<file path="src/rtl/i2c_resp_pkg.sv">
// i2c_resp_pkg: FSM state type and bus constants shared by the I2C responder.
package i2c_resp_pkg;

    typedef enum logic [2:0] {
        ST_IDLE,
        ST_ADDR,
        ST_ADDR_ACK,
        ST_WR_BYTE,
        ST_WR_ACK,
        ST_RD_BYTE,
        ST_RD_ACK,
        ST_IGNORE
    } i2c_resp_state_t;

    localparam logic I2C_ACK      = 1'b0;
    localparam logic I2C_NACK     = 1'b1;
    localparam logic I2C_RW_WRITE = 1'b0;
    localparam logic I2C_RW_READ  = 1'b1;

endpackage

</file>
<file path="src/rtl/i2c_sig_filter.sv">
// i2c_sig_filter: 2-flop synchronizer plus FILT_LEN glitch filter with registered edge flags.
module i2c_sig_filter #(
    parameter int FILT_LEN = 3
) (
    input  logic clk_i,
    input  logic rst_i,
    input  logic raw_i,
    output logic lvl_o,
    output logic rise_o,
    output logic fall_o
);

    localparam int CW = $clog2(FILT_LEN + 1);

    logic          sync1_q, sync2_q;
    logic          lvl_q, lvl_d;
    logic          rise_q, rise_d;
    logic          fall_q, fall_d;
    logic [CW-1:0] cnt_q, cnt_d;

    // A new level is accepted only after FILT_LEN consecutive disagreeing samples.
    always_comb begin
        lvl_d  = lvl_q;
        cnt_d  = '0;
        rise_d = 1'b0;
        fall_d = 1'b0;
        if (sync2_q != lvl_q) begin
            if (cnt_q == CW'(FILT_LEN - 1)) begin
                lvl_d  = sync2_q;
                rise_d = sync2_q;
                fall_d = !sync2_q;
            end else begin
                cnt_d = cnt_q + 1'b1;
            end
        end
    end

    always_ff @(posedge clk_i or posedge rst_i) begin
        if (rst_i) begin
            sync1_q <= 1'b1;
            sync2_q <= 1'b1;
            lvl_q   <= 1'b1;
            cnt_q   <= '0;
            rise_q  <= 1'b0;
            fall_q  <= 1'b0;
        end else begin
            sync1_q <= raw_i;
            sync2_q <= sync1_q;
            lvl_q   <= lvl_d;
            cnt_q   <= cnt_d;
            rise_q  <= rise_d;
            fall_q  <= fall_d;
        end
    end

    assign lvl_o  = lvl_q;
    assign rise_o = rise_q;
    assign fall_o = fall_q;

endmodule

</file>
<file path="src/rtl/i2c_resp_slave.sv">
// i2c_resp_slave: I2C target with a byte register file reached by the pointer-then-data protocol,
// plus a host read port and write strobe for scoreboarding.
module i2c_resp_slave #(
    parameter logic [6:0] SLAVE_ADDR = 7'h22,
    parameter int         NUM_REGS   = 16,
    parameter int         FILT_LEN   = 3
) (
    input  logic                        clk_i,
    input  logic                        rst_i,
    input  logic                        scl_i,
    input  logic                        sda_i,
    output logic                        scl_o,
    output logic                        sda_o,
    output logic                        busy_o,
    output logic                        wr_stb_o,
    output logic [$clog2(NUM_REGS)-1:0] wr_addr_o,
    output logic [7:0]                  wr_data_o,
    input  logic [$clog2(NUM_REGS)-1:0] hst_addr_i,
    output logic [7:0]                  hst_data_o
);

    import i2c_resp_pkg::*;

    localparam int AW = $clog2(NUM_REGS);

    logic scl_lvl, scl_rise, scl_fall;
    logic sda_lvl, sda_rise, sda_fall;
    logic start, stop;

    i2c_resp_state_t state_q, state_d;
    logic [2:0]      bit_cnt_q, bit_cnt_d;
    logic [7:0]      shift_q, shift_d;
    logic            rw_q, rw_d;
    logic            first_q, first_d;
    logic [AW-1:0]   ptr_q, ptr_d;
    logic [7:0]      regs_q [NUM_REGS];
    logic [7:0]      regs_d [NUM_REGS];
    logic            sda_q, sda_d;
    logic            busy_q, busy_d;
    logic            wr_stb_q, wr_stb_d;
    logic [AW-1:0]   wr_addr_q, wr_addr_d;
    logic [7:0]      wr_data_q, wr_data_d;
    logic [7:0]      hst_data_q, hst_data_d;
    logic [7:0]      rx_byte;
    logic            last_bit;

    i2c_sig_filter #(.FILT_LEN(FILT_LEN)) u_scl_filt (
        .clk_i  (clk_i),
        .rst_i  (rst_i),
        .raw_i  (scl_i),
        .lvl_o  (scl_lvl),
        .rise_o (scl_rise),
        .fall_o (scl_fall)
    );

    i2c_sig_filter #(.FILT_LEN(FILT_LEN)) u_sda_filt (
        .clk_i  (clk_i),
        .rst_i  (rst_i),
        .raw_i  (sda_i),
        .lvl_o  (sda_lvl),
        .rise_o (sda_rise),
        .fall_o (sda_fall)
    );

    assign start    = sda_fall && scl_lvl;
    assign stop     = sda_rise && scl_lvl;
    assign rx_byte  = {shift_q[6:0], sda_lvl};
    assign last_bit = bit_cnt_q == 3'd7;

    always_comb begin
        state_d    = state_q;
        bit_cnt_d  = bit_cnt_q;
        shift_d    = shift_q;
        rw_d       = rw_q;
        first_d    = first_q;
        ptr_d      = ptr_q;
        regs_d     = regs_q;
        sda_d      = sda_q;
        busy_d     = busy_q;
        wr_stb_d   = 1'b0;
        wr_addr_d  = wr_addr_q;
        wr_data_d  = wr_data_q;
        hst_data_d = regs_q[hst_addr_i];
        if (stop) begin
            state_d = ST_IDLE;
            busy_d  = 1'b0;
            sda_d   = 1'b1;
        end else if (start) begin
            state_d   = ST_ADDR;
            bit_cnt_d = 3'd0;
            busy_d    = 1'b1;
            sda_d     = 1'b1;
        end else begin
            case (state_q)
                ST_ADDR: if (scl_rise) begin
                    shift_d   = rx_byte;
                    bit_cnt_d = bit_cnt_q + 3'd1;
                    if (last_bit) begin
                        rw_d    = rx_byte[0];
                        state_d = rx_byte[7:1] == SLAVE_ADDR ? ST_ADDR_ACK : ST_IGNORE;
                    end
                end
                // First fall pulls SDA low for the ACK slot, the second ends it.
                ST_ADDR_ACK, ST_WR_ACK: if (scl_fall) begin
                    if (sda_q) begin
                        sda_d = I2C_ACK;
                    end else begin
                        sda_d     = 1'b1;
                        bit_cnt_d = 3'd0;
                        if (state_q == ST_WR_ACK || rw_q == I2C_RW_WRITE) begin
                            state_d = ST_WR_BYTE;
                            first_d = state_q == ST_ADDR_ACK;
                        end else begin
                            state_d = ST_RD_BYTE;
                            sda_d   = regs_q[ptr_q][7];
                            shift_d = {regs_q[ptr_q][6:0], 1'b1};
                        end
                    end
                end
                ST_WR_BYTE: if (scl_rise) begin
                    shift_d   = rx_byte;
                    bit_cnt_d = bit_cnt_q + 3'd1;
                    if (last_bit) begin
                        state_d = ST_WR_ACK;
                        if (first_q) begin
                            ptr_d   = rx_byte[AW-1:0];
                            first_d = 1'b0;
                        end else begin
                            regs_d[ptr_q] = rx_byte;
                            wr_stb_d      = 1'b1;
                            wr_addr_d     = ptr_q;
                            wr_data_d     = rx_byte;
                            ptr_d         = ptr_q + 1'b1;
                        end
                    end
                end
                // SDA stays on the last bit until SCL falls so no STOP is faked.
                ST_RD_BYTE: if (scl_rise) begin
                    bit_cnt_d = bit_cnt_q + 3'd1;
                    if (last_bit) begin
                        state_d = ST_RD_ACK;
                        ptr_d   = ptr_q + 1'b1;
                    end
                end else if (scl_fall) begin
                    sda_d   = shift_q[7];
                    shift_d = {shift_q[6:0], 1'b1};
                end
                ST_RD_ACK: if (scl_fall) begin
                    sda_d = 1'b1;
                end else if (scl_rise) begin
                    bit_cnt_d = 3'd0;
                    shift_d   = regs_q[ptr_q];
                    state_d   = sda_lvl == I2C_ACK ? ST_RD_BYTE : ST_IGNORE;
                end
                default: ;
            endcase
        end
    end

    always_ff @(posedge clk_i or posedge rst_i) begin
        if (rst_i) begin
            state_q    <= ST_IDLE;
            bit_cnt_q  <= 3'd0;
            shift_q    <= 8'h00;
            rw_q       <= I2C_RW_WRITE;
            first_q    <= 1'b0;
            ptr_q      <= '0;
            sda_q      <= 1'b1;
            busy_q     <= 1'b0;
            wr_stb_q   <= 1'b0;
            wr_addr_q  <= '0;
            wr_data_q  <= 8'h00;
            hst_data_q <= 8'h00;
            for (int i = 0; i < NUM_REGS; i++) regs_q[i] <= 8'h00;
        end else begin
            state_q    <= state_d;
            bit_cnt_q  <= bit_cnt_d;
            shift_q    <= shift_d;
            rw_q       <= rw_d;
            first_q    <= first_d;
            ptr_q      <= ptr_d;
            sda_q      <= sda_d;
            busy_q     <= busy_d;
            wr_stb_q   <= wr_stb_d;
            wr_addr_q  <= wr_addr_d;
            wr_data_q  <= wr_data_d;
            hst_data_q <= hst_data_d;
            regs_q     <= regs_d;
        end
    end

    assign scl_o      = 1'b1;
    assign sda_o      = sda_q;
    assign busy_o     = busy_q;
    assign wr_stb_o   = wr_stb_q;
    assign wr_addr_o  = wr_addr_q;
    assign wr_data_o  = wr_data_q;
    assign hst_data_o = hst_data_q;

endmodule

</file>
<file path="config.mk">
export PLATFORM = sky130hd
export DESIGN_NAME = i2c_resp_slave
export DESIGN_NICKNAME = d
export VERILOG_FILES = /design/src/rtl/i2c_resp_pkg.sv /design/src/rtl/i2c_sig_filter.sv /design/src/rtl/i2c_resp_slave.sv
export SDC_FILE = /design/constraint.sdc
export NUM_CORES = 1
export LEC_CHECK = 0
export BUFFER_PORTS_ARGS = -buffer_cell sky130_fd_sc_hd__buf_2
export CAP_MARGIN = 30
export CORE_ASPECT_RATIO = 0.75
export CORE_MARGIN = 4
export CORE_UTILIZATION = 40
export DETAILED_ROUTE_END_ITERATION = 10
export SLEW_MARGIN = 20
export SYNTH_ARGS = -nofsm -noshare
export SYNTH_HDL_FRONTEND = slang
export SYNTH_HIERARCHICAL = 1
export SYNTH_SLANG_ARGS = --single-unit
</file>
<file path="constraint.sdc">
create_clock -name clk_i -period 11.5 [get_ports clk_i]
set_clock_uncertainty 0.1 [all_clocks]
set_input_delay 2.3 -clock clk_i [delete_from_list [all_inputs] [get_ports clk_i]]
set_output_delay 2.3 -clock clk_i [all_outputs]
set_load 0.1 [all_outputs]
</file>
==> results.cfg, run 1 <==
[timing]
rsz0062_at_grt = false
fmax_mhz = 263
fin_setup_tns_ns = 0
finalHoldViolations = 0
final.period_utilization = 0.331
relSlewSlack = 0.430
setup_violations = 0
slew_viol_final = 0
worstMarginPinSlew_ns = 0.854
finalCriticalPeriod_ns = 3.80

[clock_network]
clk_pin_slew_worst_paths_ns = 0.07
clkSinkCount = 185
cts_made_buffers = 17
cts_setup_buffers = 0
htreeDepth = 4
clk_path_buf_depth = 2
post_cts_resized = 0
cts_tree = done
cts_root_buf = clkbuf_16
hold_buffers = 0
clock_latency_ns = 0.44

[placed_design]
port_buffers = 30
place_area_sq_um = 10100
dpl.hpwl_mm = 15.6
globalplace.congestion = 0.819

[min_path]
hold_path_class = reg -> reg
holdPathEnd = u_scl_filt/sync2_q
min_from = u_scl_filt/sync1_q
whs_path_depth = 0

[die]
core_sq_um = 24000
fp-row-count = 49
initial_utilization = 0.407
die_area_sq_um = 27000
die_h_microns = 143
ioPinCount = 32
die_w_microns = 188

[yosys]
ys.flop_type = dfrtp_1
ys_seq_elements = 185
synth_area_leader_cell = dfrtp_1
synthArstFlopShare = 1.00
synthTopCellsByCount = 178 x dfrtp_1, 118 x mux2_2, 72 x mux4_2
yosysMostFrequentCell = dfrtp_1
yosysTopAreaCellShare = 0.456
yosysWarningCount = 6
ys_seq_area_frac = 0.475
synthTopCellsByArea = dfrtp_1 46%, mux4_2 17%, mux2_2 14%
mappedNetlistNets = 724
syn_area_sq_um = 9770
synthDistinctLibCells = 62
synth_edf_count = 0
synthCells = 709
postSynthAreaPerCell_sq_um = 13.8

[power]
p_seq_frac = 0.498
p_comb_frac = 0.137
vdd_ir_drop_max_v = 0.0000960
p_leak_uw = 0.00506
power_uw = 1650
clockPowerShare = 0.365
p_per_area_nw_per_um2 = 153
power.net_switching_uw = 533
p_sw_frac = 0.323
intPower_uw = 1120

[grt]
overflow = 0
antenna_found_initial = 0
grt_pass1_wl_mm = 39.0
track_usage = 0.192
grt_start_max_net_pins = 100
first_global_vias = 6204

[setup_path]
r2r_start = state_q[0]
path_delay_family = flip-flops
reg2reg_slack_ns = 8.15
r2r_cells = 7
critPathBufInv = 1
path_depth = 1
crit_chain = buf_2
setup.worst_path.class = reg -> out
start_kind = flip-flop
cp-end-kind = primary output
rr_endpoint = regs_q[77]
cp.required_ns = 9.10
timing.critical_path.arrival_ns = 1.40
slowest_stage = dfrtp_1
slowest_delay_ns = 0.49
critPathMaxFanout = 1

[routing]
vias_per_cell = 5.73
routed.top_layer = met4
ant_nets = 0
totalWireLength_mm = 24.8
wl_met2_mm = 11.4
drt_iter0_drc = 625
wl_per_cell_microns = 23.5
num_vias = 6037
met1_length_mm = 11.4
met3_length_mm = 1.64
drc_errors = 0
drt-pass1-iter-count = 5

[layout]
stdcell_area_sq_um = 10800
antenna_cells = 0
nets = 724
drive_gt1_frac = 0.435
final_util = 0.448
syn2layout_area_growth_pct = 10.2

[status]
status = completed

[flow_run]
max-cap-violations = 0
-- kinds of logic (layout without fill, tap and decap cells) --
| kind of cell | count (synthesis) | in the layout | share of synthesized area |
|---|---|---|---|
| simple gates | 148 | 148 | 0.0841 |
| mux | 227 | 227 | 0.349 |
| fa+ha+maj | 7 | 7 | 0.00896 |
| xor+xnor | 2 | 2 | 0.00179 |
| compound gates | 70 | 70 | 0.0471 |
| flops | 185 | 185 | 0.475 |
| other cells | 1 | 1 | 0.000384 |
| buf+inv | 69 | 82 | 0.0338 |
-- worst max path at each step --
| stage | start | to |
|---|---|---|
| 2_1_floorplan | rst_i | bit_cnt_q[0] |
| 3_3_place_gp | hst_addr_i[0] | hst_data_o[3] |
| 3_5_place_dp | hst_addr_i[0] | hst_data_o[2] |
| 4_1_cts | sda_o | sda_o |
| 5_1_grt | hst_data_o[1] | hst_data_o[1] |
| 6_report | hst_data_o[1] | hst_data_o[1] |
-- state kept, by name, summed over array words and instances (netlist names), 2 cells and up --
register,count
regs_q,128
hst_data_o,8
shift_q,8
wr_data_o,8
ptr_q,4
wr_addr_o,4
bit_cnt_q,3
state_q,3
u_scl_filt/cnt_q,2
u_sda_filt/cnt_q,2
-- layout by cell type, fill, tap and decap left out, types with 7 or more instances in the layout --
cell type / synthesis / layout
dfstp_2: 7 / 7
dfrtp_1: 178 / 176
buf_2: 9 / 30
ha_1: 7 / 7
nand2_1: 67 / 67
mux4_2: 72 / 72
o21ai_0: 23 / 23
a21oi_1: 17 / 17
nor2b_1: 8 / 8
inv_1: 9 / 8
nor3b_1: 7 / 7
mux2_2: 118 / 118
clkbuf_16: 0 / 17
mux2_4: 18 / 18
nor2_1: 19 / 19
mux2i_1: 18 / 18
buf_4: 7 / 7
-- final cells by class --
| class | instances | area, sq um |
|---|---|---|
| well taps | 331 | 414 |
| clock buffers | 18 | 439 |
| multi-input cells | 455 | 4800 |
| repair buffers | 39 | 258 |
| clock inverters | 14 | 163 |
| flip-flops and latches | 185 | 4640 |
| inverters | 11 | 48.8 |
| fillers | 2194 | 13300 |
-- metrics by stage --
stage / hold slack [ns] / setup WS [ns] / std cells
6_report: 0.257 / 7.70 / 1053
3_5_place_dp: 0.249 / 7.24 / 1019
5_1_grt: 0.263 / 7.64 / 1053
2_1_floorplan: 0.245 / 4.47 / 709
3_3_place_gp: 0.246 / 7.31 / 1018
4_1_cts: 0.259 / 7.68 / 1051
-- layer usage --
metal,track usage,vias to the layer above
li1,-,2626
met1,0.276,3178
met2,0.293,207
met3,0.0486,26
met4,0.0533,0
met5,0,-
-- power groups by stage --
stage               clock network [uW]  logic (uW)  registers [uW]
finish                             602         225             823
global route                       646         248             839
CTS                                615         224             821
detailed placement                   0         222             834
global placement                     0         213             827
floorplan                            0         231             753
Power figures use the tool's default switching activity.
==> inputs of run 2 (changes only) <==
==> constraint.sdc (replaced) <==
create_clock -name clk_i -period 3.31 [get_ports clk_i]
set_clock_uncertainty 0.1 [all_clocks]
set_input_delay 0.662 -clock clk_i [delete_from_list [all_inputs] [get_ports clk_i]]
set_output_delay 0.662 -clock clk_i [all_outputs]
set_load 0.1 [all_outputs]
==> results.cfg, run 2 (synthesized netlist as in run 1, its figures left out) <==
[placed_design]
port_buffers = 30
dpl.hpwl_mm = 16.8
globalplace.congestion = 0.891

[grt]
use_met1 = 0.284
top_usage_layer = met1
overflow = 0
track_usage = 0.193
grt_start_max_net_pins = 73
antenna_found_initial = 1
grt_use_met3 = 0.0578
grt_pass1_wl_mm = 39.3
first_global_vias = 6299
use_met2 = 0.282

[clock_network]
clk_pin_slew_worst_paths_ns = 0.07
htreeDepth = 4
cts_setup_buffers = 0
cts_made_buffers = 17
cts_root_buf = clkbuf_16
post_cts_resized = 0
clkSinkCount = 185
clock_latency_ns = 0.43
cts_tree = done
clk_path_buf_depth = 2
hold_buffers = 0

[timing]
whs_ns = 0.0834
slew_viol_final = 0
fin_setup_tns_ns = 0
final.period_utilization = 0.848
finalHoldViolations = 0
relSlewSlack = 0.365
worstMarginPinSlew_ns = 0.953
rsz0062_at_grt = false
fmax_mhz = 356
setup_violations = 0
finalCriticalPeriod_ns = 2.81

[die]
ioPinCount = 32
die_area_sq_um = 27000
die_h_microns = 143
initial_utilization = 0.407
core_sq_um = 24000
die_w_microns = 188
fp-row-count = 49

[power]
p_sw_frac = 0.328
vdd_ir_drop_max_v = 0.000352
intPower_uw = 3800
p_per_area_nw_per_um2 = 524
clockPowerShare = 0.349
p_seq_frac = 0.504
p_comb_frac = 0.146
p_leak_uw = 0.00508
power.net_switching_uw = 1860

[layout]
final_cell_mix = 176 x dfrtp_1, 118 x mux2_2, 72 x mux4_2
drive_gt1_frac = 0.440
fillers = 2173
largest_reg_flops = 128
regMostFlops = regs_q
nets = 734
syn2layout_area_growth_pct = 10.6
antenna_cells = 0
final_common_cell = dfrtp_1

[setup_path]
rr_endpoint = regs_q[99]
r2r_cells = 7
critPathMaxFanout = 19
cp-end-kind = flip-flop
setup.worst_path.class = reg -> reg
slowest_delay_ns = 0.57
slowest_stage = dfrtp_1
timing.critical_path.arrival_ns = 3.02
start_kind = flip-flop
r2r_start = state_q[2]
crit_chain = nor2b_1 -> nand4_2 -> or3b_1 -> inv_4 -> and2_1 -> nand2_2 -> mux2_2
cp.required_ns = 3.53
reg2reg_slack_ns = 0.50

[routing]
drt_iter0_drc = 535
num_vias = 6153
ant_nets = 0
vias_per_cell = 5.79
wl_per_cell_microns = 23.5
drt-pass1-iter-count = 5
drc_errors = 0
totalWireLength_mm = 25.0

[status]
status = completed

[flow_run]
max-cap-violations = 0

[min_path]
hold_path_class = in -> async
run 2: cell types whose count changed in the layout (fill, tap and decap cells not counted):
cell,before,now
clkinvlp_4,3,4
buf_16,2,0
buf_4,7,15
buf_12,0,4
bufinv_16,2,1
clkbuf_1,0,1
clkinv_2,1,2
inv_8,2,0
clkinv_4,3,2
run 2: worst max path at each step:
stage,slack (ns),end,cells past startpoint,start
after floorplan,0.37,bit_cnt_q[0],1,rst_i
after global placement,0.59,shift_q[7],5,state_q[2]
after detailed placement,0.58,regs_q[66],7,state_q[2]
after CTS,0.55,regs_q[66],7,state_q[2]
after global routing,0.41,regs_q[99],7,state_q[2]
final,0.50,regs_q[99],7,state_q[2]
run 2: final cells by class:
type | instances | area [sq um] | share of cell area
multi-input cells | 455 | 4800 | 0.444
clock inverters | 12 | 115 | 0.0107
well taps | 331 | 414 | 0.0383
inverters | 11 | 47.5 | 0.00440
clock buffers | 19 | 443 | 0.0410
flip-flops and latches | 185 | 4640 | 0.429
repair buffers | 49 | 343 | 0.0317
run 2: routing by layer:
| layer | vias to the layer above | part of all wire |
|---|---|---|
| met5 | - | 0 |
| met4 | 0 | 0.014 |
| met3 | 21 | 0.076 |
| met2 | 205 | 0.44 |
| met1 | 3271 | 0.47 |
| li1 | 2656 | - |
run 2: critical path: cells and delay by family (launching register included):
| kind | cells | cell delay, ns |
|---|---|---|
| flip-flops | 1 | 0.57 |
| AND/OR/NAND/NOR | 5 | 1.49 |
| buffers and inverters | 1 | 0.16 |
| multiplexers | 1 | 0.36 |
run 2: power by group through the flow:
stage	clock, uW	combinational [uW]	sequential (uW)
floorplan	0	802	2620
global placement	0	799	2870
detailed placement	0	827	2890
CTS	2020	831	2850
global route	2120	911	2890
finish	1980	828	2850
run 2: per-stage QoR:
| step | instances | util | setup slack [ns] | total power, uW | instance area [sq um] |
|---|---|---|---|---|---|
| after floorplan | 709 | - | 0.366 | 3420 | 9780 |
| after global placement | 1030 | 0.426 | 0.591 | 3670 | 10200 |
| after detailed placement | 1031 | 0.426 | 0.579 | 3720 | 10200 |
| after CTS | 1062 | 0.450 | 0.547 | 5700 | 10800 |
| after global routing | 1062 | 0.450 | 0.411 | 5920 | 10800 |
| final | 1062 | 0.450 | 0.504 | 5660 | 10800 |
